[config.mk]
export PLATFORM = sky130hd
export DESIGN_NAME = seg7_scan_ctrl
export DESIGN_NICKNAME = d
export VERILOG_FILES = /design/src/rtl/seg7_scan_ctrl.sv
export SDC_FILE = /design/constraint.sdc
export NUM_CORES = 1
export LEC_CHECK = 0
export ABC_AREA = 0
export CELL_PAD_IN_SITES_DETAIL_PLACEMENT = 1
export CELL_PAD_IN_SITES_GLOBAL_PLACEMENT = 2
export CORE_MARGIN = 4
export CORE_UTILIZATION = 32
export DETAILED_ROUTE_END_ITERATION = 8
export HOLD_SLACK_MARGIN = 0.06
export PLACE_DENSITY = 0.86
export SLEW_MARGIN = 20
export SYNTH_ARGS = -nofsm -noshare
export SYNTH_HDL_FRONTEND = slang
export SYNTH_SLANG_ARGS = --single-unit
[constraint.sdc]
create_clock -name clk -period 2.07 [get_ports clk]
set_input_delay 0.3105 -clock clk [delete_from_list [all_inputs] [get_ports clk]]
set_output_delay 0.3105 -clock clk [all_outputs]
set_load 0.05 [all_outputs]
[src/rtl/seg7_scan_ctrl.sv]
// Scans eight hex digits onto a common-anode 7-segment display, one digit per CLK_DIV-cycle slot.
// Latency: one cycle from internal scan state to the registered AN/SEG/scan_idx/frame_tick pins.
// Backpressure: none; writes are accepted every cycle and the scan free-runs.
module seg7_scan_ctrl #(
   parameter int CLK_DIV = 4,   // cycles per digit slot, >= 2
   parameter int BLANK   = 1    // dark cycles at the start of each slot, 0 <= BLANK < CLK_DIV
) (
   input  logic       clk,
   input  logic       rst,
   input  logic       wr_en,
   input  logic [2:0] wr_addr,
   input  logic [3:0] wr_data,
   input  logic [7:0] dig_en,
   input  logic [7:0] dp_mask,
   output logic [7:0] SEG,
   output logic [7:0] AN,
   output logic [2:0] scan_idx,
   output logic       frame_tick
);

   localparam int CW = $clog2(CLK_DIV);
   localparam logic [CW-1:0] DIV_LAST  = CW'(CLK_DIV - 1);
   localparam logic [CW-1:0] BLANK_END = CW'(BLANK);

   logic [3:0]    digit_buf [8];
   logic [CW-1:0] div_cnt;
   logic [2:0]    idx;

   logic          lit;
   logic [7:0]    an_nxt;
   logic [7:0]    seg_nxt;

   // Hex digit to active-low segments g..a, decimal point excluded.
   function automatic logic [6:0] decode(input logic [3:0] v);
      logic [6:0] s;
      case (v)
         4'h0:    s = 7'h40;
         4'h1:    s = 7'h79;
         4'h2:    s = 7'h24;
         4'h3:    s = 7'h30;
         4'h4:    s = 7'h19;
         4'h5:    s = 7'h12;
         4'h6:    s = 7'h02;
         4'h7:    s = 7'h78;
         4'h8:    s = 7'h00;
         4'h9:    s = 7'h18;
         4'hA:    s = 7'h08;
         4'hB:    s = 7'h03;
         4'hC:    s = 7'h46;
         4'hD:    s = 7'h21;
         4'hE:    s = 7'h06;
         default: s = 7'h0E;
      endcase
      return s;
   endfunction

   // Digit register file; reset wins over a coincident write, writes are never stalled.
   always_ff @(posedge clk) begin
      if (rst) begin
         for (int i = 0; i < 8; i++) begin
            digit_buf[i] <= 4'h0;
         end
      end else if (wr_en) begin
         digit_buf[wr_addr] <= wr_data;
      end
   end

   // Slot divider and digit index; idx wraps naturally 7 -> 0.
   always_ff @(posedge clk) begin
      if (rst) begin
         div_cnt <= '0;
         idx     <= 3'd0;
      end else if (div_cnt == DIV_LAST) begin
         div_cnt <= '0;
         idx     <= idx + 3'd1;
      end else begin
         div_cnt <= div_cnt + 1'b1;
      end
   end

   // Next pin values from the current scan state; dark slots force both buses to all-ones.
   always_comb begin
      an_nxt  = 8'hFF;
      seg_nxt = 8'hFF;
      lit     = (div_cnt >= BLANK_END) && dig_en[idx];
      if (lit) begin
         an_nxt  = ~(8'h01 << idx);
         seg_nxt = {~dp_mask[idx], decode(digit_buf[idx])};
      end
   end

   // Output register; AN, SEG and scan_idx share one stage so they always agree.
   always_ff @(posedge clk) begin
      if (rst) begin
         AN         <= 8'hFF;
         SEG        <= 8'hFF;
         scan_idx   <= 3'd0;
         frame_tick <= 1'b0;
      end else begin
         AN         <= an_nxt;
         SEG        <= seg_nxt;
         scan_idx   <= idx;
         frame_tick <= (idx == 3'd0) && (div_cnt == '0);
      end
   end

endmodule

==> flow_summary_export.csv <==
group,metric,value,unit
place,post_dp_cell_area,0.00344,mm2
job,maxCapViolCount,0,
synth,async_flop_share,0,%
synth,syn-num-nets,258,
die,ioPinCount,46,
run_status,run_status,"completed",
sta,finalHoldViolCount,0,
power,total_power,2.96,mW
sta,period_share,97.4,%
place,gp_congestion,0.768,
synth,yosys.area.top_type,"edfxtp_1",
die,coreArea,0.00834,mm2
clocking,clkLatencyLatePin,340,ps
place,portBuffers,45,
die,fp.dieW,101,um
route,wl_per_cell,15.8,um
critical_path,arrival,2210,ps
critical_path,crit_path_start_kind,"flop",
finish,final_util,44.5,%
die,dieArea,0.0102,mm2
critical_path,cp.required,2270,ps
sta,tns,0,ps
route,viasPerCell,4.71,
synth,ys_seq_elements,60,
global_route,grt_overflow,0,
synth,avgSynthCellArea,12.8,um2
power,ir_drop,0.286,mV
global_route,grt_max_degree,20,
route,dr.pass1.iters,4,
critical_path,endpoint_kind,"flop",
clocking,htreeDepth,3,
sta,fin_skew,10.4,ps
critical_path,crit_fanout,6,
power,leakage,1.39,nW
synth,syn_inst,217,
finish,register_area,0.00153,mm2
synth,synth_flop_cell,"edfxtp_1",
clocking,cts-buffers-inserted,9,
clocking,cts.sinks,60,
critical_path,worstSetupPathType,"reg -> reg",
finish,nets,326,
synth,yosysWarnings,0,
place,dpl.cell_count,375,
route,postRouteWirelength,6.25,mm
route,drt_iter0_drc,36,
synth,netlist.area_leader.share,34.6,%
global_route,grt_pass1_wl,9.87,mm
synth,ys_seq_area_share,54.8,%
global_route,antenna_found_initial,0,
finish,multi_input_area,0.00121,mm2
synth,synth_edf_count,32,
sta,fin_crit,2020,ps
route,ant_nets,0,
finish,drive_gt1_share,23.8,%
finish,area_delta_synth_final,33.6,%
clocking,clk_pin_slew_worst_paths,70,ps
synth,syn_area,0.00278,mm2
synth,ys_types,36,
finish,final_area,0.00371,mm2
critical_path,r2r_slack,50,ps
synth,synth_common_cells,"32 x and2_1, 32 x edfxtp_1, 28 x dfxtp_1",
sta,fmax,0.496,GHz
sta,setup_viol,0,
global_route,grt_pass1_vias,1977,
route,num_vias,1860,
finish,fin_cells,395,
clocking,root_buffer,"clkbuf_8",
worst_hold_path,hp-class,"reg -> reg",
sta,rsz0062_at_grt,"true",
die,placementRows,33,
sta,relSlewSlack,65.6,%
die,die_h,101,um
power,powerDensity,798,mW/mm2
clocking,cts_tree,"built",
finish,diodes,0,
global_route,grtUsageTotal,12.9,%
clocking,cts_buffer_depth,2,
synth,synthTopCellsByArea,"edfxtp_1 35%, dfxtp_1 20%, mux4_2 8.1%",
die,initial_core_util,33.3,%
sta,tightest_slew,514,ps
worst_hold_path,hold_start,"div_cnt[0]",
finish,fillers,876,
route,drc,0,
place,dp.final_hpwl,4.62,mm
sta,final-max-slew-violation-count,0,
cells by family after synthesis:
family | synth area share [%]
and+or+nand+nor | 16.7
adders and majority gates | 6.76
DFF | 54.8
muxes | 14.1
xor gates and xnor gates | 0.316
buffers and inverters | 3.02
AOI/OAI and AO/OA | 4.24
placed cells by master (no fill, tap or decap), types with 2 or more instances in the layout:
cell             count
a211oi_1             2
and2_1              32
buf_4               19
clkbuf_1             3
clkbuf_8            11
clkdlybuf4s50_1     45
dfxtp_1             27
edfxtp_1            32
ha_1                12
ha_2                 2
inv_1                7
inv_4                2
mux2_4               3
mux2i_1              4
mux2i_4              2
mux4_2              12
nand2_1             11
nand2b_1             3
nand3_1              7
nor2_1              16
nor3_1               4
o211ai_1             3
o21ai_1              3
o221ai_1             2
or2_2                8
worst paths after layout:
path / end / cells after the start
max reg2reg: SEG[4] / 6
max: SEG[4] / 6
min: div_cnt[0] / 1
min reg2reg: div_cnt[0] / 1
final cells by class:
cell class | count | area share (%)
inverters | 9 | 1.05
clock inverters | 2 | 0.945
well taps | 105 | 3.54
multi-input cells | 140 | 32.7
flip-flops and latches | 60 | 41.1
clock buffers | 14 | 4.39
repair buffers | 65 | 16.3
critical path, stage by stage, from the launching register on:
cell,delay (ps)
dfxtp_4,400
buf_4,140
mux4_2,550
mux2_4,320
buf_4,150
mux2i_1,150
o221ai_1,150
sequential cells by signal, indices dropped and copies added, names as in the netlist, named ones only:
name,count
AN,8
scan_idx,3
SEG,8
idx,3
digit_buf,32
frame_tick,1
div_cnt,2
through the flow:
| step | hold WS (ps) | worst slack [ps] |
|---|---|---|
| after floorplan | 422 | 11.5 |
| after global placement | 444 | -82.1 |
| after detailed placement | 473 | -184 |
| after CTS | 482 | 5.76 |
| after global routing | 509 | -32.7 |
| final | 474 | 54.4 |
layer usage:
metal / track usage [%] / share of wire, % / up-vias / routed length (um)
met1: 13.8 / 40 / 900 / 2490
met4: 4.29 / 1.5 / 0 / 92
met3: 4.64 / 5.4 / 7 / 339
li1: - / - / 908 / -
met5: 0 / 0 / - / 0
met2: 23.3 / 53 / 45 / 3330
where the power goes:
group | switching, mW | internal [mW]
Sequential | 0.0390 | 1.32
Clock | 0.431 | 0.621
Combinational | 0.282 | 0.263
Total | 0.752 | 2.21
what timing repair did:
item                                    CTS  global route
resized for setup                         5             8
endpoints found under the setup margin    7             6
hold buffers                              0             0
buffers inserted                          0             3
cloned                                    0             1
endpoints found under the hold margin     0             0
(Power assumes the default switching activity.)
